--- src/rtl/frame_controller_pkg.sv ---
// frame_controller_pkg: shared widths, latency, FSM states and forwarding encodings
package frame_controller_pkg;
  localparam int REGADDR_WIDTH = 5;
  localparam int DEF_MC_LATENCY = 4;
  localparam int DEF_CNT_W = 3;
  typedef enum logic [1:0] {IDLE = 2'd0, RUN = 2'd1, MC_WAIT = 2'd2} state_e;
  localparam logic [1:0] FWD_RF = 2'b00;
  localparam logic [1:0] FWD_EX = 2'b01;
  localparam logic [1:0] FWD_WB = 2'b10;
endpackage

--- src/rtl/frame_controller_fwd_compare.sv ---
// frame_controller_fwd_compare: picks the forwarding source for one decode operand
module frame_controller_fwd_compare
  import frame_controller_pkg::*;
#(
  parameter int W = REGADDR_WIDTH
) (
  input  logic [W-1:0] loc_i,
  input  logic [W-1:0] ex_ws_i,
  input  logic         ex_wen_i,
  input  logic [W-1:0] wb_ws_i,
  input  logic         wb_wen_i,
  output logic [1:0]   sel_o
);
  // EX beats WB; register 0 is never forwarded
  always_comb
    sel_o = (ex_wen_i && ex_ws_i != '0 && loc_i == ex_ws_i) ? FWD_EX :
            (wb_wen_i && wb_ws_i != '0 && loc_i == wb_ws_i) ? FWD_WB : FWD_RF;
endmodule

--- src/rtl/frame_controller.sv ---
// frame_controller: sequences the EX instruction frame and generates operand forwarding
module frame_controller
  import frame_controller_pkg::*;
#(
  parameter int REGADDR_W  = REGADDR_WIDTH,
  parameter int MC_LATENCY = DEF_MC_LATENCY,
  parameter int CNT_W      = DEF_CNT_W
) (
  input  logic                 clk,
  input  logic                 reset,
  input  logic                 dec_valid,
  output logic                 dec_ready,
  input  logic [REGADDR_W-1:0] dec_aLoc,
  input  logic [REGADDR_W-1:0] dec_bLoc,
  input  logic [REGADDR_W-1:0] dec_writeSelect,
  input  logic                 dec_writeEnable,
  input  logic                 dec_multiCycle,
  input  logic                 flush,
  output logic                 frame_load,
  output logic                 frame_wen_we,
  output logic                 frame_wen_val,
  output logic [1:0]           fwd_a_sel,
  output logic [1:0]           fwd_b_sel,
  output logic                 busy
);
  state_e               state_q, state_d;
  logic [CNT_W-1:0]     cnt_q, cnt_d;
  logic [REGADDR_W-1:0] ex_ws_q, ex_ws_d, wb_ws_q, wb_ws_d;
  logic                 ex_wen_q, ex_wen_d, wb_wen_q, wb_wen_d;
  logic                 accept, bubble, hold;
  logic [1:0]           a_sel, b_sel;

  frame_controller_fwd_compare #(.W(REGADDR_W)) u_fwd_a (
    .loc_i(dec_aLoc), .ex_ws_i(ex_ws_q), .ex_wen_i(ex_wen_q),
    .wb_ws_i(wb_ws_q), .wb_wen_i(wb_wen_q), .sel_o(a_sel)
  );

  frame_controller_fwd_compare #(.W(REGADDR_W)) u_fwd_b (
    .loc_i(dec_bLoc), .ex_ws_i(ex_ws_q), .ex_wen_i(ex_wen_q),
    .wb_ws_i(wb_ws_q), .wb_wen_i(wb_wen_q), .sel_o(b_sel)
  );

  // Handshake and frame enables; every output is forced low while reset is held
  always_comb begin
    dec_ready     = !reset && !flush && (state_q != MC_WAIT || cnt_q == '0);
    hold          = state_q == MC_WAIT && cnt_q != '0 && !flush;
    accept        = dec_valid && dec_ready;
    bubble        = !reset && (flush || (!dec_valid && dec_ready));
    frame_load    = accept;
    frame_wen_we  = accept || bubble;
    frame_wen_val = accept && dec_writeEnable;
    fwd_a_sel     = reset ? FWD_RF : a_sel;
    fwd_b_sel     = reset ? FWD_RF : b_sel;
    busy          = !reset && state_q == MC_WAIT;
  end

  // Next state: flush/bubble, then hold, then accept; bubble and accept shift EX into WB
  always_comb begin
    state_d  = state_q;
    cnt_d    = cnt_q;
    ex_ws_d  = ex_ws_q;
    ex_wen_d = ex_wen_q;
    wb_ws_d  = wb_ws_q;
    wb_wen_d = wb_wen_q;
    if (bubble) begin
      state_d  = IDLE;
      cnt_d    = '0;
      ex_wen_d = 1'b0;
      wb_ws_d  = ex_ws_q;
      wb_wen_d = ex_wen_q;
    end else if (hold) begin
      cnt_d    = cnt_q - CNT_W'(1);
      wb_wen_d = 1'b0;
    end else if (accept) begin
      state_d  = dec_multiCycle ? MC_WAIT : RUN;
      cnt_d    = dec_multiCycle ? CNT_W'(MC_LATENCY - 1) : '0;
      ex_ws_d  = dec_writeSelect;
      ex_wen_d = dec_writeEnable;
      wb_ws_d  = ex_ws_q;
      wb_wen_d = ex_wen_q;
    end
  end

  // State and slot-tracking registers
  always_ff @(posedge clk) begin
    if (reset) begin
      state_q  <= IDLE;
      cnt_q    <= '0;
      ex_ws_q  <= '0;
      ex_wen_q <= 1'b0;
      wb_ws_q  <= '0;
      wb_wen_q <= 1'b0;
    end else begin
      state_q  <= state_d;
      cnt_q    <= cnt_d;
      ex_ws_q  <= ex_ws_d;
      ex_wen_q <= ex_wen_d;
      wb_ws_q  <= wb_ws_d;
      wb_wen_q <= wb_wen_d;
    end
  end
endmodule
--- config.mk ---
export PLATFORM = sky130hd
export DESIGN_NAME = frame_controller
export DESIGN_NICKNAME = d
export VERILOG_FILES = /design/src/rtl/frame_controller_pkg.sv /design/src/rtl/frame_controller_fwd_compare.sv /design/src/rtl/frame_controller.sv
export SDC_FILE = /design/constraint.sdc
export NUM_CORES = 1
export LEC_CHECK = 0
export CAP_MARGIN = 15
export CELL_PAD_IN_SITES_DETAIL_PLACEMENT = 2
export CELL_PAD_IN_SITES_GLOBAL_PLACEMENT = 2
export CORE_AREA = 3 3 68 70
export CTS_BUF_LIST = sky130_fd_sc_hd__clkbuf_16
export CTS_CLUSTER_DIAMETER = 30
export DETAILED_ROUTE_END_ITERATION = 12
export DIE_AREA = 0 0 71 73
export HOLD_SLACK_MARGIN = 0.03
export PLACE_DENSITY = 0.82
export SLEW_MARGIN = 20
export SYNTH_ARGS = -nofsm -noshare
export SYNTH_HDL_FRONTEND = slang
export SYNTH_HIERARCHICAL = 1
export SYNTH_SLANG_ARGS = --single-unit
--- constraint.sdc ---
create_clock -name clk -period 1.9 [get_ports clk]
set_input_delay 0.38 -clock clk [delete_from_list [all_inputs] [get_ports clk]]
set_output_delay 0.38 -clock clk [all_outputs]
set_load 0.05 [all_outputs]
* Word level (Yosys, flattened, before mapping)
Index checks and enable logic that the tools add are counted.
Word-level totals: register bits 17, input bits 21, output and inout bits 9, logic and storage cells 64
Cells by class: add/sub/neg operators 1, eq/ne operators 7, reduce and logical (&&, ||, !) cells 32, multiplexer cells 16, bitwise gates (word level) 2
Operators with widths (number):
- $eq A5 B5 Y1 | 4
- $mux W2 | 8
- $logic_and A1 B1 Y1 | 15
- $mux W5 | 3
- $reduce_bool A5 Y1 | 2
- $mux W3 | 2
- $reduce_bool A3 Y1 | 2
- $ne A2 B2 Y1 const B | 2
- $reduce_and A2 Y1 | 2
- $reduce_bool A2 Y1 | 2
- $logic_not A1 Y1 | 3
- $logic_not A3 Y1 | 1
- $logic_or A1 B1 Y1 | 3
- $mux W1 | 3
- $reduce_and A3 Y1 | 1
- $sub A3 B1 Y3 const B | 1
- $eq A2 B2 Y1 const B | 1
- $not A1 Y1 | 2
- $reduce_or A2 Y1 | 1

* Longest topological paths before layout
Gate-level depths: netlist (run 1).
word-level depth 8, depth in mapped cells 5, mapped depth without buffers 5

* Hierarchy
Netlist (run 1), hierarchy kept.
Modules (own cells, without submodules):
- frame_controller | sequential area each 340.3 µm², area each 789.5 µm², cells each 83, instances 1
- frame_controller_fwd_compare | sequential area each 0.0 µm², area each 151.4 µm², cells each 20, instances 2

* Worst setup path after synthesis (run 1)
Ideal clock, no wire load.
path kind register to output, start register cnt_q[0], end output port frame_wen_val, data arrival time 1965 ps, required time 1520 ps, stages on the path, launching flop included 6, path buffers 0, slack -445 ps, path through dfxtp_1 inv_1 ha_1 nor2b_2 nor2_1 nor3_1
On the way: cells in the longest elaborated chain, start to end 5
Ends and longest elaborated chain:
- start: declaration | line frame_controller.sv:27 | logic [CNT_W-1:0] cnt_q, cnt_d;
- start signal: assignment | line frame_controller.sv:95 | cnt_q <= cnt_d;
- $logic_not A3 Y1 | line frame_controller.sv:45 | dec_ready = !reset && !flush && (state_q != MC_WAIT || cnt_q == '0);
- $logic_or A1 B1 Y1 | line frame_controller.sv:45
- $logic_and A1 B1 Y1 | line frame_controller.sv:45
- $logic_and A1 B1 Y1 | line frame_controller.sv:47 | accept = dec_valid && dec_ready;
- $logic_and A1 B1 Y1 | line frame_controller.sv:51 | frame_wen_val = accept && dec_writeEnable;
- end: declaration | line frame_controller.sv:21 | output logic frame_wen_val,
No other way between the ends.

* Worst setup path in the final report (run 1)
start register ex_ws_q[3], end output port fwd_a_sel[1]
On the way: cells in the longest elaborated chain, start to end 5, elaborated cells on any way between the ends 6, classes of those cells eq/ne (1); mux (2); reduce/logical (3)
Ends and longest elaborated chain:
- start: declaration | line frame_controller.sv:28 | logic [REGADDR_W-1:0] ex_ws_q, ex_ws_d, wb_ws_q, wb_ws_d;
- start signal: assignment | line frame_controller.sv:96 | ex_ws_q <= ex_ws_d;
- $reduce_bool A5 Y1 | line frame_controller_fwd_compare.sv:16 | sel_o = (ex_wen_i && ex_ws_i != '0 && loc_i == ex_ws_i) ? FWD_EX :
- $logic_and A1 B1 Y1 | line frame_controller_fwd_compare.sv:16
- $logic_and A1 B1 Y1 (*) | line frame_controller_fwd_compare.sv:16
- $mux W2 (*) | line frame_controller_fwd_compare.sv:16
- via a_sel[1] | line frame_controller.sv:31 | logic [1:0] a_sel, b_sel;
- $mux W2 (*) | line frame_controller.sv:52 | fwd_a_sel = reset ? FWD_RF : a_sel;
- end: declaration | line frame_controller.sv:22 | output logic [1:0] fwd_a_sel,
Mark *: on every way through the listed nets, which the timed path passes. The rest lies on a longest branch.

==> summary.txt, run 1 <==
Run status
  • Outcome: complete, but fails checks
  • Violated checks: setup timing

Clock network
  • Total CTS buffers: 3
  • CTS clock-pin slew for the worst setup and hold paths: approximately 0.050 ns
  • Clk root buf: sky130_fd_sc_hd__clkbuf_16
  • Maximum level of the CTS H-tree: 1
  • Clock sink count: 17
  • Clock latency on the worst-skew pair: around 0.24 ns
  • Bufs on Longest Clock Path: 2
  • Number of buffers inserted for hold repair after clock tree synthesis: 0
  • TritonCTS clock tree: yes

Critical path
  • Family with the most delay on the worst path: compound AO/OA/AOI/OAI gates
  • FF-to-FF End: ex_ws_q[3]
  • Startpoint type of the worst setup path: flip-flop
  • Arrival time worst endpoint: 1.62 ns
  • Bufs and invs on worst path: 1
  • Beginning of the critical path: ex_ws_q[3]
  • Slowest cell on the critical path: sky130_fd_sc_hd__dfxtp_4
  • Reg2reg start: cnt_q[1]
  • Setup Crit Path Kind: flip-flop to output port
  • Critical path required time: approximately 1.5 ns
  • Crit-path max cell delay: 0.39 ns
  • Max FO, Critical Path: 5
  • Setup slack, reg-to-reg: 0.39 ns
  • Critical path cell sequence: o41ai_4 -> a211oi_2 -> nor3_2 -> nor2b_4 -> buf_12
  • Worst-case reg-to-reg path depth: 8
  • Capture point of the critical path: fwd_a_sel[1]
  • Stages on the worst setup path: 5
  • Endpoint type of the worst setup path: output port

GRT
  • Total grt overflow: 0
  • GRT Resource Usage Total: 0.151
  • Largest net degree at the start of global routing: 15
  • Via count of the first global-routing pass: approximately 1,200
  • Antenna violations before repair: 0
  • Global-route wire length before repair: roughly 6000 µm

Placement
  • Placer congestion estimate: 0.885
  • Number of buffers added on ports: 29
  • Post-detailed-placement half-perimeter wirelength: 2860 µm
  • Post-Place Cells: 209

STA
  • Final-report setup violation count: 3
  • Transition at the pin with the smallest max-transition slack: ~0.3 ns
  • Final Slew Violations: 0
  • Crit path setup slack, layout: -0.0975 ns
  • RSZ-0062 raised after global routing: true
  • Max Clock Skew: about 0.0025 ns
  • Slew margin rel.: 0.798
  • Peak clock frequency supported by timing: between 500 and 600 MHz
  • Final critical path time including I/O delays and setup: 2.00 ns
  • Post-route clock period utilization: 1.05
  • Number of failing hold endpoints at the final stage: 0

Logic synthesis
  • Area contributors post-synth: sky130_fd_sc_hd__dfxtp_1 31%, sky130_fd_sc_hd__mux2i_1 9.2%, sky130_fd_sc_hd__xnor2_1 8.8%, sky130_fd_sc_hd__nand2b_1 6.3%, sky130_fd_sc_hd__xor2_1 4.8%
  • Syn Std Cell Area: ~1100 µm²
  • Post-synthesis instance total: between 100 and 150
  • Area share of the leading cell type in the synthesized netlist: 0.312
  • Synthesized Nets: roughly 150
  • Sequential-to-total area share from yosys stat: 0.312
  • Yosys reg bits: 17
  • Async set-reset flop share out of synthesis: 0
  • Synthesis warning total: 6
  • Dominant synthesized flop cell: sky130_fd_sc_hd__dfxtp_1
  • Syn avg cell area: approximately 8.9 µm²
  • Number of synthesized flops with an enable pin: 0
  • Number of library cell types mapped by synthesis: 28
  • Post-synthesis cell type with the largest combined area: sky130_fd_sc_hd__dfxtp_1

Power and ir drop
  • IR Drop Worst-Case VDD: ~0.22 mV
  • Leakage power figure: about 0.75 nW
  • Pwr Density: between 500 and 600 nW/µm²

Die
  • Total die area: 5180 µm²
  • Die height: 73 µm
  • Horiz. Die Dim: ~71 µm
  • Core region area: 4030 µm²
  • Site row count: 23
  • I/O pin cnt: 30
  • Initial cell density of the core: 0.271

Route
  • DRC violation count after routing: 0
  • Vias per cell: approximately 4.7
  • Wirelength, routed: 3540 µm
  • Total number of vias: 1,013
  • ANT nets after route: 0
  • Per-cell routed wire length: between 15 and 20 µm
  • DRC marker count from the first detailed-route iteration: 13
  • Total iterations of the first detailed-routing run: 4

Job
  • Number of max-cap violations: 0

Min path
  • Tightest Hold Check Type: flip-flop to flip-flop

Final layout
  • Area growth from synthesis to layout: 69.3%
  • Net count of the finished layout: 190
  • Most used cells in the layout excluding fill and tap cells: 12 x sky130_fd_sc_hd__buf_4, 11 x sky130_fd_sc_hd__nand2b_1, 10 x sky130_fd_sc_hd__mux2i_1, 10 x sky130_fd_sc_hd__clkdlybuf4s50_1, 9 x sky130_fd_sc_hd__dfxtp_1
  • Most common cell after layout, fill and taps aside: sky130_fd_sc_hd__buf_4
  • Share of post-route cells with drive strength above 1: 0.458
  • Total inserted antenna cells: 0
  • Number of cells in the finished layout apart from fillers: between 200 and 250
  • Final design utilization: 0.459
==> cell families after synthesis <==
kind of cell	after synthesis	share of synthesized area
AOI/OAI and AO/OA	13	0.113
xor gates and xnor gates	17	0.136
adders and majority gates	2	0.0229
buffers and inverters	11	0.0401
DFF	17	0.312
muxes	10	0.0916
and+or+nand+nor	53	0.284
==> timing repair <==
action | in CTS | in global routing
gates resized for setup | 72 | 3
setup buffers | 1 | 2
cloned | 0 | 0
setup endpoints to repair | 8 | 6
pin swaps | 23 | 9
==> cell type report <==
cell class | instances | area (µm²)
Clock inverter | 1 | 3.75
Inverter | 8 | 30.0
Fill cell | 447 | 2180
Clock buffer | 3 | 75.1
Timing Repair Buffer | 42 | 462
Multi-Input combinational cell | 95 | 856
Sequential cell | 17 | 360
Tap cell | 50 | 62.6
==> cell usage after synthesis, types with 2 or more instances <==
library cell               count
sky130_fd_sc_hd__dfxtp_1      17
sky130_fd_sc_hd__nand2b_1     11
sky130_fd_sc_hd__xnor2_1      11
sky130_fd_sc_hd__mux2i_1      10
sky130_fd_sc_hd__inv_1         8
sky130_fd_sc_hd__nor2_1        8
sky130_fd_sc_hd__nand2_1       7
sky130_fd_sc_hd__a21oi_1       6
sky130_fd_sc_hd__nand3_1       6
sky130_fd_sc_hd__nor3_1        6
sky130_fd_sc_hd__xor2_1        6
sky130_fd_sc_hd__nor2b_1       4
sky130_fd_sc_hd__a211oi_2      2
sky130_fd_sc_hd__a21o_1        2
sky130_fd_sc_hd__buf_2         2
sky130_fd_sc_hd__ha_1          2
sky130_fd_sc_hd__nor3_2        2
sky130_fd_sc_hd__nor4_1        2
sky130_fd_sc_hd__o41ai_2       2
==> worst min-delay path by stage <==
stage,startpoint,endpoint,cells after the start
after floorplan,dec_multiCycle,state_q[0],1
final,wb_ws_q[3],wb_ws_q[3],2
after global routing,wb_ws_q[0],wb_ws_q[0],2
after global placement,wb_ws_q[2],wb_ws_q[2],2
after detailed placement,wb_ws_q[2],wb_ws_q[2],2
after CTS,cnt_q[0],cnt_q[0],3
==> power by group <==
part | switching, mW | total [mW] | internal, mW
registers | 0.0254 | 0.395 | 0.369
logic | 0.107 | 0.232 | 0.125
clock network | 0.131 | 0.410 | 0.279
==> flip-flops by register name, summed over array words and instances, names as in the netlist <==
signal	count
state_q	2
cnt_q	3
wb_wen_q	1
ex_wen_q	1
wb_ws_q	5
ex_ws_q	5
==> routing by layer <==
metal	global-route usage	wire length [µm]
met5	0	0
met4	0.0313	10
met3	0.0317	189
met2	0.286	1920
met1	0.173	1420
==> worst reg2reg max path: cells and delay by family, from the launching register on <==
| family | cells | cell delay, ns |
|---|---|---|
| flip-flops | 1 | 0.31 |
| buffers and inverters | 4 | 0.47 |
| adder cells (fa/ha/maj) | 1 | 0.18 |
| AND/OR/NAND/NOR | 1 | 0.13 |
| multiplexers | 1 | 0.19 |
| AO/OA/AOI/OAI | 1 | 0.17 |
==> through the flow <==
step	setup TNS [ns]	worst slack, ns	hold WS, ns	power, mW	instance area, µm²
floorplan	-0.0676	-0.0392	0.452	0.492	1110
global placement	-1.31	-0.341	0.507	0.594	1610
detailed placement	-1.61	-0.471	0.526	0.603	1610
CTS	-0.259	-0.0964	0.520	1.04	1820
global route	-0.547	-0.151	0.548	1.10	1850
finish	-0.226	-0.0975	0.515	1.04	1850
(Power assumes the default switching activity.)
==> run 2: changes to the inputs <==
CORE_AREA = 3 3 66 68   (was 3 3 68 70)
CTS_BUF_LIST = sky130_fd_sc_hd__clkbuf_4   (was sky130_fd_sc_hd__clkbuf_16)
DIE_AREA = 0 0 69 71   (was 0 0 71 73)
PLACE_DENSITY = 0.86   (was 0.82)
RECOVER_POWER = 100   (was not set)
==> run 2 against run 1 <==
Clock-buffer cell count up 1. Flip-flop and latch count stayed put. Power fell by 18%. Final area decreased by 4.2%. Highest routed layer unchanged. The flow still finishes with violations (setup timing). Clock skew rose by 0.0014 ns. Core utilization shrank 0.63 points. Global-route usage grew 1.5 points.
==> summary.txt, run 2 (synthesis results as in run 1) <==
Run status
  • Outcome: complete, but fails checks
  • Violated checks: setup timing

Route
  • Routed wire length on met3: 177 µm (-6.3%)
  • DRC marker count from the first detailed-route iteration: 39 (+26)
  • Highest metal used: met4
  • DRC violation count after routing: 0 (unchanged)
  • Total number of vias: 1,046 (+3.3%)
  • Wirelength, routed: 3980 µm (+12%)
  • Total iterations of the first detailed-routing run: 4 (unchanged)
  • Per-cell routed wire length: 18.4 µm (+12%)
  • ANT nets after route: 0 (unchanged)
  • Vias per cell: 4.84 (+3.3%)
  • Routed length on met2: 2280 µm (+18%)
  • Wire length the detailed router placed on met1: 1490 µm (+5.1%)

Power and ir drop
  • Switching share of power: 0.311 (+0.0577)
  • Portion of total power attributed to combinational logic: 0.271 (+0.047)
  • Leakage power figure: 0.702 nW (-6.0%)
  • Share of power burned in registers: 0.465 (+0.084)
  • Cell-internal power: 0.582 mW (-25%)
  • IR Drop Worst-Case VDD: 0.220 mV (-1.9%)
  • Clk network pwr share: 0.264 (-0.132)
  • Switching pwr: 0.263 mW (about the same)
  • Pwr Density: 477 nW/µm² (-15%)

Final layout
  • Most common cell after layout, fill and taps aside: sky130_fd_sc_hd__nand2b_1
  • Number of filler cells placed in the layout: 434 (-2.9%)
  • Net count of the finished layout: 190 (unchanged)
  • Most used cells in the layout excluding fill and tap cells: 11 x sky130_fd_sc_hd__nand2b_1, 10 x sky130_fd_sc_hd__mux2i_1, 9 x sky130_fd_sc_hd__clkdlybuf4s50_1
  • Area of the multi-input gates: 840 µm² (-1.9%)
  • Top Registers: ex_ws_q (5), wb_ws_q (5), cnt_q (3)
  • Total inserted antenna cells: 0 (unchanged)
  • Area growth from synthesis to layout: 62.2%
  • Share of post-route cells with drive strength above 1: 0.416 (-0.0422)
  • Area taken by flip-flops and latches: 362 µm² (+0.35%)

STA
  • Final-report setup violation count: 8 (+5)
  • Number of failing hold endpoints at the final stage: 0 (unchanged)
  • Transition at the pin with the smallest max-transition slack: 0.471 ns (+0.169 ns)
  • Setup total negative slack: -0.927 ns (-0.701 ns)
  • Hold Slack: 0.533 ns (+0.0180 ns)
  • Final critical path time including I/O delays and setup: 2.06 ns (+0.0654 ns)
  • Peak clock frequency supported by timing: 485 MHz (-3.2%)
  • RSZ-0062 raised after global routing: true
  • Slew margin rel.: 0.686 (-0.112)
  • Max Clock Skew: 0.00383 ns (+0.00136 ns)
  • Post-route clock period utilization: 1.09 (+0.0344)
  • Crit path setup slack, layout: -0.163 ns (-0.0654 ns)
  • Final Slew Violations: 0 (unchanged)

Die
  • Site row count: 23 (unchanged)
  • Horiz. Die Dim: 69 µm (-2.8%)
  • Initial cell density of the core: 0.279 (+0.00797)
  • I/O pin cnt: 30 (unchanged)
  • Die height: 71 µm (-2.7%)
  • Core region area: 3910 µm² (-2.9%)
  • Total die area: 4900 µm² (-5.5%)

Clock network
  • CTS clock-pin slew for the worst setup and hold paths: 0.10 ns (+0.05 ns)
  • Clock sink count: 17 (unchanged)
  • Maximum level of the CTS H-tree: 1 (unchanged)
  • Bufs on Longest Clock Path: 2 (unchanged)
  • Clock latency on the worst-skew pair: 0.30 ns (+0.06 ns)
  • Clk root buf: sky130_fd_sc_hd__clkbuf_4
  • Number of buffers inserted for hold repair after clock tree synthesis: 0 (unchanged)
  • Total CTS buffers: 3 (unchanged)
  • TritonCTS clock tree: yes

GRT
  • Total grt overflow: 0 (unchanged)
  • GRT Resource Usage Total: 0.165 (+0.0149)
  • Via count of the first global-routing pass: 1,244 (+3.4%)
  • Antenna violations before repair: 0 (unchanged)
  • Global-route wire length before repair: 6500 µm (+5.7%)
  • Largest net degree at the start of global routing: 17 (+2)

Job
  • Number of max-cap violations: 0 (unchanged)

Critical path
  • Arrival time worst endpoint: 1.68 ns (+0.06 ns)
  • Setup Crit Path Kind: flip-flop to output port
  • Critical path required time: 1.52 ns (about the same)
  • Endpoint type of the worst setup path: output port
  • Startpoint type of the worst setup path: flip-flop
  • FF-to-FF End: wb_ws_q[1]
  • Max FO, Critical Path: 5 (unchanged)
  • Reg2reg start: cnt_q[1]
  • Setup slack, reg-to-reg: 0.12 ns (-0.27 ns)
  • Worst-case reg-to-reg path depth: 7 (-1)

Min path
  • Startpoint of the most critical hold path: wb_ws_q[3]
  • Tightest Hold Check Type: flip-flop to flip-flop
  • Destination of the worst hold path: wb_ws_q[3]
  • Worst hold stages: 2 (unchanged)

Placement
  • Post-detailed-placement half-perimeter wirelength: 2900 µm (+1.7%)
  • Number of buffers added on ports: 29 (unchanged)
  • Placer congestion estimate: 0.861 (-2.7%)
## run 2: cell types whose count changed in the layout (fill, tap and decap cells not counted), sizes merged
| cell | previous run | this run |
|---|---|---|
| buf | 27 | 17 |
| clkdlybuf4s50 | 10 | 9 |
| clkdlybuf4s15 | 4 | 1 |
| dlymetal6s2s | 0 | 1 |
| inv | 9 | 8 |
| dlygate4sd2 | 0 | 7 |
| clkbuf | 4 | 11 |
## run 2: how the worst max path moves through the flow
stage | start | to | slack [ns] | cells after the start
floorplan | cnt_q[0] | frame_wen_val | -0.04 | 5
global placement | dec_aLoc[0] | fwd_a_sel[1] | -0.34 | 7
detailed placement | dec_bLoc[0] | fwd_b_sel[0] | -0.45 | 6
CTS | ex_ws_q[3] | fwd_b_sel[1] | -0.19 | 5
global route | cnt_q[1] | frame_wen_val | -0.25 | 6
finish | ex_ws_q[3] | fwd_b_sel[1] | -0.16 | 5
## run 2: metal layers
metal  up-vias  track usage
met5         -            0
li1        498            -
met3         5       0.0341
met1       513        0.175
met2        30        0.337
met4         0       0.0260
## run 2: power by group through the flow
stage | combinational (mW) | clock, mW | sequential, mW
finish | 0.229 | 0.223 | 0.393
CTS | 0.221 | 0.221 | 0.392
floorplan | 0.101 | 0 | 0.391
detailed placement | 0.205 | 0 | 0.396
global placement | 0.196 | 0 | 0.396
global route | 0.246 | 0.242 | 0.396
## run 2: metrics by stage
stage	instance area [µm²]	setup WS, ns	total power, mW	std cells	util
2_1_floorplan	1110	-0.0392	0.492	123	-
3_3_place_gp	1610	-0.339	0.592	208	0.410
3_5_place_dp	1610	-0.451	0.602	208	0.410
4_1_cts	1750	-0.188	0.834	213	0.448
5_1_grt	1770	-0.247	0.884	216	0.453
6_report	1770	-0.163	0.845	216	0.453
## run 2: cell type report
class / instances / area share
sequential: 17 / 0.204
multi-input combinational: 95 / 0.474
inverter: 8 / 0.0184
timing repair buffer: 42 / 0.251
tap: 50 / 0.0353
clock buffer: 4 / 0.0169
## run 2: critical path, stage by stage, from the launching register on
cell                       delay, ns
sky130_fd_sc_hd__dfxtp_4        0.40
sky130_fd_sc_hd__o41ai_4        0.41
sky130_fd_sc_hd__a211oi_4       0.13
sky130_fd_sc_hd__nor3_2         0.12
sky130_fd_sc_hd__nor2b_4        0.18
sky130_fd_sc_hd__buf_12         0.14
## run 2: what timing repair did
item,in CTS,in global routing
resized for setup,42,19
pin swaps,12,10
setup buffers,1,3
setup endpoints to repair,8,8
